`config.mk`:
```
export PLATFORM = sky130hd
export DESIGN_NAME = uart_rx
export DESIGN_NICKNAME = d
export VERILOG_FILES = /design/src/rtl/uart_pkg.sv /design/src/rtl/uart_baud_tick.sv /design/src/rtl/uart_rx.sv
export SDC_FILE = /design/constraint.sdc
export NUM_CORES = 1
export LEC_CHECK = 0
export CORE_ASPECT_RATIO = 1.25
export CORE_MARGIN = 2
export CORE_UTILIZATION = 51
export CTS_CLUSTER_SIZE = 14
export DETAILED_ROUTE_END_ITERATION = 12
export PLACE_DENSITY_LB_ADDON = 0.3
export SLEW_MARGIN = 20
export SYNTH_ARGS = -nofsm -noshare
export SYNTH_HDL_FRONTEND = slang
export SYNTH_SLANG_ARGS = --single-unit
```
`constraint.sdc`:
```
create_clock -name clk -period 2.3 [get_ports clk]
set_input_delay 0.345 -clock clk [delete_from_list [all_inputs] [get_ports clk]]
set_output_delay 0.345 -clock clk [all_outputs]
set_load 0.005 [all_outputs]
```
`src/rtl/uart_pkg.sv`:
```
// uart_pkg: shared UART state encoding and baud divider helper
package uart_pkg;
  typedef enum logic [2:0] {IDLE, START, DATA, STOP, BREAK} uart_state_t;
  // Clocks per oversample tick, rounded to nearest
  function automatic int calc_div(input int clk_freq, input int baud, input int oversample);
    return (clk_freq + (baud * oversample) / 2) / (baud * oversample);
  endfunction
endpackage

```
`src/rtl/uart_baud_tick.sv`:
```
// uart_baud_tick: free-running DIV counter with sync reload, one-clk tick at wrap
module uart_baud_tick #(
  parameter int DIV = 27
) (
  input  logic clk,
  input  logic rst,
  input  logic i_reload,
  output logic o_tick
);
  localparam int W = (DIV > 1) ? $clog2(DIV) : 1;
  logic [W-1:0] r_cnt;
  logic         w_wrap;
  assign w_wrap = (r_cnt == W'(DIV - 1));
  assign o_tick = w_wrap & ~i_reload;
  // Count 0..DIV-1; a reload restarts the phase so ticks align to the frame
  always_ff @(posedge clk or negedge rst)
    if (!rst) r_cnt <= '0;
    else r_cnt <= (i_reload || w_wrap) ? '0 : r_cnt + 1'b1;
endmodule

```
`src/rtl/uart_rx.sv`:
```
// uart_rx: 8N1 receiver with one-entry holding register, framing and overrun flags
module uart_rx
  import uart_pkg::*;
#(
  parameter int CLK_FREQ   = 50000000,
  parameter int BAUD       = 115200,
  parameter int OVERSAMPLE = 16
) (
  input  logic       clk,
  input  logic       rst,
  input  logic       rxd,
  output logic [7:0] rx_data,
  output logic       rx_valid,
  input  logic       rx_ready,
  output logic       frame_err,
  output logic       overrun,
  input  logic       ovr_clr,
  output logic       busy
);
  localparam int              DIV  = calc_div(CLK_FREQ, BAUD, OVERSAMPLE);
  localparam int              TW   = $clog2(OVERSAMPLE);
  localparam logic [TW-1:0]   HALF = TW'(OVERSAMPLE / 2 - 1);
  localparam logic [TW-1:0]   FULL = TW'(OVERSAMPLE - 1);

  uart_state_t   r_state;
  logic [1:0]    r_sync;
  logic [1:0]    r_live;
  logic          r_prev;
  logic          r_armed;
  logic [TW-1:0] r_tcnt;
  logic [2:0]    r_idx;
  logic [7:0]    r_shift;
  logic          w_rxs;
  logic          w_fall;
  logic          w_start;
  logic          w_tick;
  logic          w_done;
  logic          w_pop;

  assign w_rxs   = r_sync[1];
  assign w_fall  = r_armed & r_prev & ~w_rxs;
  assign w_start = (r_state == IDLE) & w_fall;
  assign w_done  = (r_state == STOP) & w_tick & (r_tcnt == FULL) & w_rxs;
  assign w_pop   = rx_valid & rx_ready;
  assign busy    = (r_state != IDLE);

  uart_baud_tick #(.DIV(DIV)) u_tick (
    .clk      (clk),
    .rst      (rst),
    .i_reload (w_start),
    .o_tick   (w_tick)
  );

  // Synchronize rxd; start edges are only armed once a real high has been seen after reset
  always_ff @(posedge clk or negedge rst)
    if (!rst) begin
      r_sync  <= 2'b11;
      r_prev  <= 1'b1;
      r_live  <= 2'b00;
      r_armed <= 1'b0;
    end else begin
      r_sync  <= {r_sync[0], rxd};
      r_prev  <= w_rxs;
      r_live  <= {r_live[0], 1'b1};
      r_armed <= r_armed | (r_live[1] & w_rxs);
    end

  // Frame FSM: mid-bit sampling on oversample ticks, frame_err pulse on a low stop bit
  always_ff @(posedge clk or negedge rst)
    if (!rst) begin
      r_state   <= IDLE;
      r_tcnt    <= '0;
      r_idx     <= '0;
      r_shift   <= '0;
      frame_err <= 1'b0;
    end else begin
      frame_err <= 1'b0;
      case (r_state)
        IDLE: if (w_fall) begin
          r_state <= START;
          r_tcnt  <= '0;
          r_idx   <= '0;
        end
        START: if (w_tick) begin
          if (r_tcnt == HALF) begin
            r_tcnt  <= '0;
            r_idx   <= '0;
            r_state <= w_rxs ? IDLE : DATA;
          end else r_tcnt <= r_tcnt + 1'b1;
        end
        DATA: if (w_tick) begin
          if (r_tcnt == FULL) begin
            r_tcnt         <= '0;
            r_shift[r_idx] <= w_rxs;
            r_idx          <= r_idx + 1'b1;
            if (r_idx == 3'd7) r_state <= STOP;
          end else r_tcnt <= r_tcnt + 1'b1;
        end
        STOP: if (w_tick) begin
          if (r_tcnt == FULL) begin
            r_tcnt    <= '0;
            r_state   <= w_rxs ? IDLE : BREAK;
            frame_err <= ~w_rxs;
          end else r_tcnt <= r_tcnt + 1'b1;
        end
        BREAK: if (w_rxs) r_state <= IDLE;
        default: r_state <= IDLE;
      endcase
    end

  // Holding register: push when empty or popped this cycle, otherwise drop and flag overrun
  always_ff @(posedge clk or negedge rst)
    if (!rst) begin
      rx_data  <= 8'h00;
      rx_valid <= 1'b0;
      overrun  <= 1'b0;
    end else begin
      if (w_done && (!rx_valid || w_pop)) begin
        rx_data  <= r_shift;
        rx_valid <= 1'b1;
      end else if (w_pop) rx_valid <= 1'b0;
      if (w_done && rx_valid && !w_pop) overrun <= 1'b1;
      else if (ovr_clr) overrun <= 1'b0;
    end
endmodule
```
==> results of run 1 <==
==> worst max-delay path: cells and delay by family, from the launching register on <==
| family | cells | cell delay, ps |
|---|---|---|
| buf+inv | 1 | 460 |
| simple gates | 1 | 460 |
| flops | 1 | 540 |
==> placed cells by master, fill, tap and decap left out, types with 2 or more instances in the layout <==
cell	netlist	final
and3_4	2	2
nor3_1	3	3
mux2_4	8	8
dfstp_2	3	3
clkbuf_8	0	7
nand4_1	4	4
o211ai_1	2	2
nand3_1	8	8
dfrtp_1	37	37
nand2b_1	2	2
xor2_1	2	2
xnor2_1	2	2
a211oi_1	2	2
mux2_2	9	9
nand2_1	10	10
and3_1	2	2
ha_1	5	5
o41ai_1	2	2
buf_4	0	2
nor2_1	11	11
o21ai_0	7	7
and2_1	2	2
clkdlybuf4s50_1	0	15
inv_1	4	4
==> sequential cells by signal, summed over array words and instances (netlist names) <==
| signal | count |
|---|---|
| r_shift | 8 |
| rx_data | 8 |
| u_tick.r_cnt | 5 |
| r_tcnt | 4 |
| r_idx | 3 |
| r_state | 3 |
| r_live | 2 |
| r_sync | 2 |
| frame_err | 1 |
| overrun | 1 |
| r_armed | 1 |
| r_prev | 1 |
| rx_valid | 1 |
==> area by class of cell <==
| class | count | area share [%] |
|---|---|---|
| clock buffer | 7 | 4.41 |
| timing repair buffer | 18 | 7.79 |
| clock inverter | 1 | 1.37 |
| tap | 39 | 2.23 |
| multi-input combinational | 107 | 37.5 |
| sequential | 40 | 46.0 |
| inverter | 4 | 0.687 |
==> power by group through the flow <==
stage | logic [mW] | clock network [mW] | registers (mW)
final | 0.200 | 0.615 | 0.846
after global routing | 0.242 | 0.659 | 0.857
after CTS | 0.206 | 0.632 | 0.846
after detailed placement | 0.206 | 0 | 0.859
after global placement | 0.194 | 0 | 0.854
after floorplan | 0.163 | 0 | 0.839
==> metal layers <==
metal	GRT usage (%)	vias up
met5	0	-
met1	20.5	636
li1	-	607
met4	8.27	0
met3	4.81	6
met2	31.1	27
==> worst max-delay path by stage <==
stage	startpoint	to	slack [ps]	cells after the start
floorplan	u_tick.r_cnt[0]	rx_data[0]	400	9
global placement	u_tick.r_cnt[0]	rx_data[2]	420	6
detailed placement	u_tick.r_cnt[0]	rx_data[2]	350	6
CTS	r_state[0]	busy	200	2
global route	r_state[0]	busy	130	2
finish	r_state[0]	busy	210	2
==> cell families after synthesis <==
family	after synthesis	share of synthesized area, %
flip-flops	40	52.9
buffers and inverters	13	3.89
multiplexers	17	11.7
XOR/XNOR	4	1.85
AO/OA/AOI/OAI	25	9.43
AND/OR/NAND/NOR	55	16.7
other	1	0.198
adder cells (fa/ha/maj)	5	3.30
==> summary.md, run 1 <==
| Metric | Value |
|---|---|
| Fin crit share | around nine tenths |
| Crit. End Element | output port |
| Largest net degree at the start of global routing | between 40 and 50 |
| Routed vias | ~1300 |
| Fin nets | ~190 |
| Synth cell types | between 40 and 50 |
| Final setup violating endpoints | 0 |
| Area of the multi-input gates | roughly 800 sq um |
| Total clock sinks | 40 |
| Top_reg_cell synth | dfrtp_1 |
| Vias/cell | a little under 6 |
| Post-CTS Setup Bufs | 0 |
| Htree depth | 2 |
| Met3 wire len | about 120 um |
| Worst Hold Class | in -> async |
| Logic gate share of total power | 12.0% |
| CTS tree | yes |
| CTS hold repair buffers | 0 |
| Placed cell area | between 2000 and 2500 sq um |
| Setup WS post-layout | ~210 ps |
| Initial DRC count | 38 |
| Worst endpoint required time | 1960 ps |
| Total power draw | ~1.7 mW |
| Initial antenna violation count | 0 |
| Wire length per cell | between 15 and 20 um |
| Die width | ~59 um |
| Filler cells | 284 |
| CP Launch Type | register |
| Vias in the first global route | roughly 1300 |
| PwrDens | 760 nW/um^2 |
| Core area | ~3500 sq um |
| DRT Pass-1 Iters | 4 |
| Met1 Routed Length | between 1 and 1.5 mm |
| Final GP Congestion | 0.797 |
| Die Span Y | approximately 72 um |
| Critical Path AT | between 1500 and 2000 ps |
| Pre-CTS setup slack | between 300 and 400 ps |
| Sequential cell area fraction in the yosys report | between 50% and 60% |
| Placed instance count | between 200 and 250 |
| Clk_skew | between 8 and 9 ps |
| Ant diodes | 0 |
| Count leader, synth | dfrtp_1 |
| ANT nets after route | 0 |
| Path depth of the worst reg2reg path | 6 |
| Yosys warns | 0 |
| CP max stage delay | 540 ps |
| Worst vdd ir | roughly 0.00051 V |
| Measured slew at the worst slew-check pin | approximately 840 ps |
| DRC viols | 0 |
| Port Buf Inserts | 16 |
| CTS Buf Count | 5 |
| Clock power share | approximately 37% |
| WL met2 | 1.69 mm |
| Fraction of layout cells with a size suffix above 1 | a little over a fifth |
| Reg-to-reg critical path endpoint | rx_data[2] |
| Gr ovfl total | 0 |
| Cells along the critical path | or3_1 > clkdlybuf4s50_1 |
| Top layer in use | met4 |
| Finished Cell Area | 2180 sq um |
| Area delta synth->final | 15.1% |
| Top cell type's share of synthesized area | between 40% and 50% |
| Final core occ | 62.2% |
| Switching part of the total power | about 24% |
| # Max-Cap Violations | 0 |
| Rows | 24 |
| Clock tree buffer depth | 2 |
| Top cells by area, synth | dfrtp_1 49%, mux2_4 6.3%, mux2_2 5.3% |
| RSZ-0062 raised after global routing | no |
| Sw power | slightly above 0.4 mW |
| Initial Util | around 54% |
| Slew margin rel. | 43.8% |
| Syn_nets | 170 |
| Setup TNS | 0 ps |
| Minimum clock period | 2090 ps |
| Outcome | finished, final reports clean |
| EDFF count, synth | 0 |
| # resized after CTS | 0 |
| Leak | roughly 0.98 nW |
| Die area | roughly 4200 sq um |
| Total track usage | 18.0% |
| Placed wire-length estimate | roughly 2.3 mm |
| Reg area | approximately 1000 sq um |
| Setup CP Type | reg -> out |
| Final WL | roughly 3.3 mm |
| Seq cells post-synth | 40 |
| CP max FO | 15 |
| Io pins | 17 |
| Sequential power share | about half |
| First-pass GRT wire length | 5.75 mm |
| Mean Syn Cell Area | 11.9 sq um |
| Internal | 1.26 mW |
| Peak Freq | around 480 MHz |
| Final max-slew violation count | 0 |
| Max stage delay cell, worst path | dfrtp_1 |
| Clock Latency Late Sink | approximately 290 ps |
| Endpoints failing hold | 0 |
| Fin cells | 216 |
| Hold WS | roughly 160 ps |
| Start of the worst register-to-register path | u_tick.r_cnt[0] |
| Synth cell count leaders | 37 x dfrtp_1, 11 x nor2_1, 10 x nand2_1 |
| Syn Std Cell Area | about 1900 sq um |
| R2r setup slk | ~370 ps |
| CTS clk-pin slew, worst paths | around 70 ps |
| Root Driver | clkbuf_8 |
| Syn Inst Count | 160 |
| Ys async rst share | between 90% and 100% |
| Largest area contributor in the netlist | dfrtp_1 |
Power figures use the tool's default switching activity.
==> run 2: changes to the inputs <==
ABC_AREA = 1   (was not set)
REMOVE_ABC_BUFFERS = 1   (was not set)
==> run 2 against run 1 <==
Clock power down 22%. Non-clock buffer count fell by 2. Via count is 16% higher. Sequential share of layout area is 1.5 points lower. Die area rose by 3.7%. Setup slack improved by 130 ps. Utilization is 2.0 points lower. Power grew 19%. Critical path depth up 1.
==> summary.md, run 2 <==
| Metric | Value |
|---|---|
| First-pass GRT wire length | a little under 6 mm |
| Slew margin rel. | between 40% and 50% |
| Worst Setup SP | r_state[1] |
| Area delta synth->final | 14.5% |
| Clk_skew | 5.46 ps |
| EDFF count, synth | 0 |
| Largest delay share family, worst path | buffers and inverters |
| Setup WS post-layout | ~340 ps |
| Pre-CTS setup slack | 671 ps |
| Die width | just under 60 um |
| Sequential cell area fraction in the yosys report | a little over 50% |
| Vias/cell | a little over 5 |
| Ys async rst share | between 90% and 100% |
| CTS Buf Count | 5 |
| Clock tree buffer depth | 2 |
| WP buf/inv | 2 |
| Critical Path AT | 1610 ps |
| Wire length per cell | roughly 11 um |
| PwrDens | between 800 and 900 nW/um^2 |
| Htree depth | 2 |
| Top cell type's share of synthesized area | a little under half |
| Worst endpoint required time | between 1500 and 2000 ps |
| Minimum clock period | 1960 ps |
| Initial Util | between 50 and 60% |
| Total track usage | around 17% |
| DRC viols | 0 |
| Die Span Y | roughly 74 um |
| Top_reg_cell synth | dfrtp_1 |
| RSZ-0062 raised after global routing | no |
| Final WL | approximately 3.3 mm |
| CP Launch Type | register |
| Placed instance count | ~290 |
| Vias in the first global route | between 1000 and 1500 |
| Outcome | finished, final reports clean |
| Port Buf Inserts | 16 |
| Core area | about 3800 sq um |
| Start of the worst register-to-register path | r_tcnt[0] |
| Fraction of layout cells with a size suffix above 1 | about an eighth |
| Gr ovfl total | 0 |
| Largest area contributor in the netlist | dfrtp_1 |
| Finished Cell Area | between 2000 and 2500 sq um |
| Initial DRC count | 56 |
| Root Driver | clkbuf_8 |
| Io pins | 17 |
| CTS tree | yes |
| Reg area | between 1000 and 1500 sq um |
| Total power draw | around 2 mW |
| Commonest non-fill, non-tap cell in the layout | nand2_1 |
| Routed vias | ~1500 |
| Total clock sinks | 40 |
| Filler cells | approximately 330 |
| Cells along the critical path | inv_2 > nand2_1 > clkdlybuf4s50_1 |
| Max stage delay cell, worst path | dfrtp_1 |
| Mean Syn Cell Area | approximately 8.5 sq um |
| Largest net degree at the start of global routing | between 40 and 50 |
| Synth cell types | 29 |
| Final max-slew violation count | 0 |
| Initial antenna violation count | 0 |
| Die area | between 4000 and 5000 sq um |
| Synth cell count leaders | 74 x nand2_1, 37 x dfrtp_1, 24 x nor2_1 |
| Fin crit share | 85.1% |
| Ant diodes | 0 |
| Post-CTS Setup Bufs | 0 |
| # Max-Cap Violations | 0 |
| Syn Inst Count | between 200 and 250 |
| Placed wire-length estimate | between 2 and 2.5 mm |
| Top flop regs | r_shift x8, rx_data x8, u_tick.r_cnt x5 |
| Rows | 25 |
| Measured slew at the worst slew-check pin | between 800 and 900 ps |
| Crit. End Element | output port |
| Seq cells post-synth | 40 |
| Worst Hold Class | in -> async |
| Top cells by area, synth | dfrtp_1 47%, nand2_1 14%, nor2_1 4.6% |
| Fin nets | between 200 and 300 |
| DRT Pass-1 Iters | 4 |
| CP max stage delay | around 580 ps |
| Final setup violating endpoints | 0 |
| # resized after CTS | 0 |
| Peak Freq | 511 MHz |
| Worst vdd ir | roughly 0.00078 V |
| ANT nets after route | 0 |
| CTS hold repair buffers | 0 |
| Area of the multi-input gates | slightly below 900 sq um |
| Yosys warns | 0 |
| Setup TNS | 0 ps |
| Clock Latency Late Sink | 290 ps |
| Hold WS | ~150 ps |
| Fin cells | between 200 and 300 |
| CTS clk-pin slew, worst paths | roughly 80 ps |
| Final core occ | about 60% |
| Placed cell area | roughly 2200 sq um |
| Most frequent cells in the layout | 74 x nand2_1, 37 x dfrtp_1, 24 x nor2_1 |
| Setup CP Type | reg -> out |
| Endpoints failing hold | 0 |
| Leak | roughly 1.1 nW |
| Syn Std Cell Area | 1970 sq um |
| Count leader, synth | nand2_1 |
| Final GP Congestion | about 0.83 |
| CP max FO | 9 |
[run 2: power breakdown]
group          switching [mW]  leakage [nW]  internal (mW)
sequential             0.0976         0.526          0.790
clock                   0.237        0.0510          0.239
combinational           0.392         0.543          0.216
total                   0.727          1.12           1.24
[run 2: final timing paths]
path                                   endpoint  slack (ps)  depth (start not counted)
worst max-delay path                       busy         340                          3
worst min-delay path                  r_tcnt[0]         150                          1
worst max register to register       r_state[1]         600                          8
worst min register to register        r_live[1]         350                          0
max in group asynchronous       u_tick.r_cnt[0]        1620                          1
min in group clk                      r_live[1]         350                          0
[run 2: kinds of logic after synthesis]
logic type | share of synthesized area, %
other cells | 0.190
flops | 50.9
compound gates | 5.90
simple gates | 33.3
buf+inv | 5.20
xor+xnor | 1.33
fa+ha+maj | 3.17
[run 2: final cells by class]
cell class | count | share of cell area, %
clock buffer | 6 | 3.66
sequential | 40 | 44.5
multi-input combinational | 167 | 38.3
clock inverter | 2 | 0.443
tap | 40 | 2.22
inverter | 24 | 3.99
timing repair buffer | 16 | 6.87
[run 2: worst register-to-register path, stage by stage, from the launching register on]
cell and delay (ps):
dfrtp_1 400, ha_1 190, nand2_1 90, nor2_1 270
nand3_4 190, nand2_1 150, nand3_1 130, nand2_1 110
nand2_1 70
[run 2: metal layers]
layer	share of wire [%]	global-route usage [%]	vias up	wire length (um)
li1	-	-	778	-
met1	47	21.3	680	1580
met2	47	28.6	22	1580
met3	2.9	4.23	5	98
met4	2.2	8.15	0	73
met5	0	0	-	0
==> run 3: changes to the inputs <==
CORE_MARGIN = not set   (was 2)
==> run 3 against run 2 <==
Critical endpoint unchanged. Via count is essentially flat. Largest cell class unchanged. Cell count shrank 0.34%. Combinational power shrank 1%. Die area shrank 6.0%. The flow now finishes with violations (DRC). Sequential share of layout area shrank 0.34 points.
==> summary.md, run 3 (synthesized netlist as in run 2, its figures left out) <==
| Metric | Value |
|---|---|
| Crit. End Element | output port |
| CTS tree | yes |
| Clock power share | around 28% |
| Clock tree buffer depth | 2 |
| Die width | 57.6 um |
| Vias in the first global route | roughly 1300 |
| Clk_skew | ~3.1 ps |
| Routed vias | 1486 |
| Post-CTS Setup Bufs | 0 |
| Die Span Y | ~70 um |
| Switching part of the total power | a little over a third |
| Logic gate share of total power | roughly 29% |
| Endpoints failing hold | 0 |
| Initial DRC count | between 50 and 60 |
| Critical Path AT | ~1600 ps |
| Core area | about 3600 sq um |
| Initial Util | 54.8% |
| DRT Pass-1 Iters | 8 |
| CTS Buf Count | 5 |
| RSZ-0062 raised after global routing | no |
| Measured slew at the worst slew-check pin | between 800 and 900 ps |
| Top flop regs | r_shift x8, rx_data x8, u_tick.r_cnt x5 |
| Vias/cell | just over 5 |
| Final GP Congestion | approximately 0.89 |
| Setup CP Type | reg -> out |
| Met1 Routed Length | about 1.5 mm |
| CTS clk-pin slew, worst paths | 80 ps |
| # Max-Cap Violations | 0 |
| Port Buf Inserts | 16 |
| Htree depth | 2 |
| CTS hold repair buffers | 0 |
| Root Driver | clkbuf_8 |
| Fin crit share | roughly 84% |
| Final max-slew violation count | 0 |
| Violated checks | DRC |
| Worst vdd ir | between 0.0004 and 0.0005 V |
| Die area | a little over 4000 sq um |
| Top layer in use | met4 |
| Met3 wire len | between 100 and 150 um |
| PwrDens | 903 nW/um^2 |
| CP max FO | 9 |
| Fin nets | 264 |
| Slew margin rel. | 43.7% |
| Ant diodes | 0 |
| Minimum clock period | about 1900 ps |
| Gr ovfl total | 0 |
| Placed wire-length estimate | between 2 and 2.5 mm |
| Setup TNS | 0 ps |
| Commonest non-fill, non-tap cell in the layout | nand2_1 |
| Total track usage | a little under a fifth |
| Final WL | 3.25 mm |
| Sequential power share | 43.1% |
| Rows | 24 |
| Largest net degree at the start of global routing | around 40 |
| DRC viols | 3 |
| Outcome | complete, but fails checks |
| Wire length per cell | 11.1 um |
| Area delta synth->final | 15.3% |
| Total clock sinks | 40 |
| Worst Hold Class | in -> async |
| Final setup violating endpoints | 0 |
| Io pins | 17 |
| First-pass GRT wire length | roughly 5.7 mm |
| Final core occ | between 60 and 70% |
| Leak | 1.12 nW |
| Most frequent cells in the layout | 74 x nand2_1, 37 x dfrtp_1, 24 x nor2_1 |
| Worst endpoint required time | 1960 ps |
| Internal | ~1.3 mW |
| WL met2 | between 1.5 and 2 mm |
| Clock Latency Late Sink | approximately 290 ps |
| Initial antenna violation count | 0 |
| ANT nets after route | 0 |
| Peak Freq | between 500 and 600 MHz |
| # resized after CTS | 0 |
| Fraction of layout cells with a size suffix above 1 | 11.8% |
| CP Launch Type | register |
| Sw power | 0.730 mW |
## run 3: changes by cell type in the layout (fill, tap and decap cells not counted), sizes merged
cell      before  now
bufinv         0    1
clkbuf         6    5
clkinv         3    2
clkinvlp       0    1
## run 3: worst paths after layout
| check | start | endpoint | slack [ps] | cells after the start |
|---|---|---|---|---|
| min reg2reg | r_live[0] | r_live[1] | 360 | 0 |
| min | rst | r_live[0] | 150 | 1 |
| max in group asynchronous | rst | rx_data[1] | 1620 | 1 |
| min in group clk | r_live[0] | r_live[1] | 360 | 0 |
| max | r_state[1] | busy | 360 | 3 |
| max reg2reg | u_tick.r_cnt[0] | r_state[1] | 670 | 11 |
## run 3: final cells by class
class	instances	area, sq um
Sequential cell	40	1000
Multi-Input combinational cell	167	866
Fill cell	331	1330
Inverter	24	90.1
Tap cell	39	48.8
Timing Repair Buffer	16	155
Clock buffer	5	68.8
Clock inverter	3	42.5
## run 3: power by group through the flow
stage / clock network [mW] / logic (mW) / registers [mW]
floorplan: 0 / 0.468 / 0.882
global placement: 0 / 0.588 / 0.896
detailed placement: 0 / 0.595 / 0.900
CTS: 0.585 / 0.600 / 0.886
global route: 0.608 / 0.685 / 0.901
finish: 0.569 / 0.601 / 0.886
## run 3: routing by layer
layer | track usage (%) | vias to the layer above
met1 | 22.9 | 665
met5 | 0 | -
met2 | 29.7 | 29
li1 | - | 786
met4 | 7.32 | 0
met3 | 4.87 | 6
## run 3: metrics by stage
step / power (mW) / area [sq um] / setup slack, ps / hold slack [ps] / std cells
final: 2.06 / 2280 / 364 / 154 / 294
after global routing: 2.19 / 2280 / 297 / 242 / 294
after CTS: 2.07 / 2280 / 362 / 189 / 294
after detailed placement: 1.50 / 2160 / 683 / 341 / 286
after global placement: 1.48 / 2160 / 703 / 332 / 286
after floorplan: 1.35 / 1960 / 861 / 49.4 / 231
## run 3: worst max-delay path, stage by stage (launching register included)
cell and delay, ps:
dfrtp_1 570, inv_2 140, nand2_1 100, clkdlybuf4s50_1 490
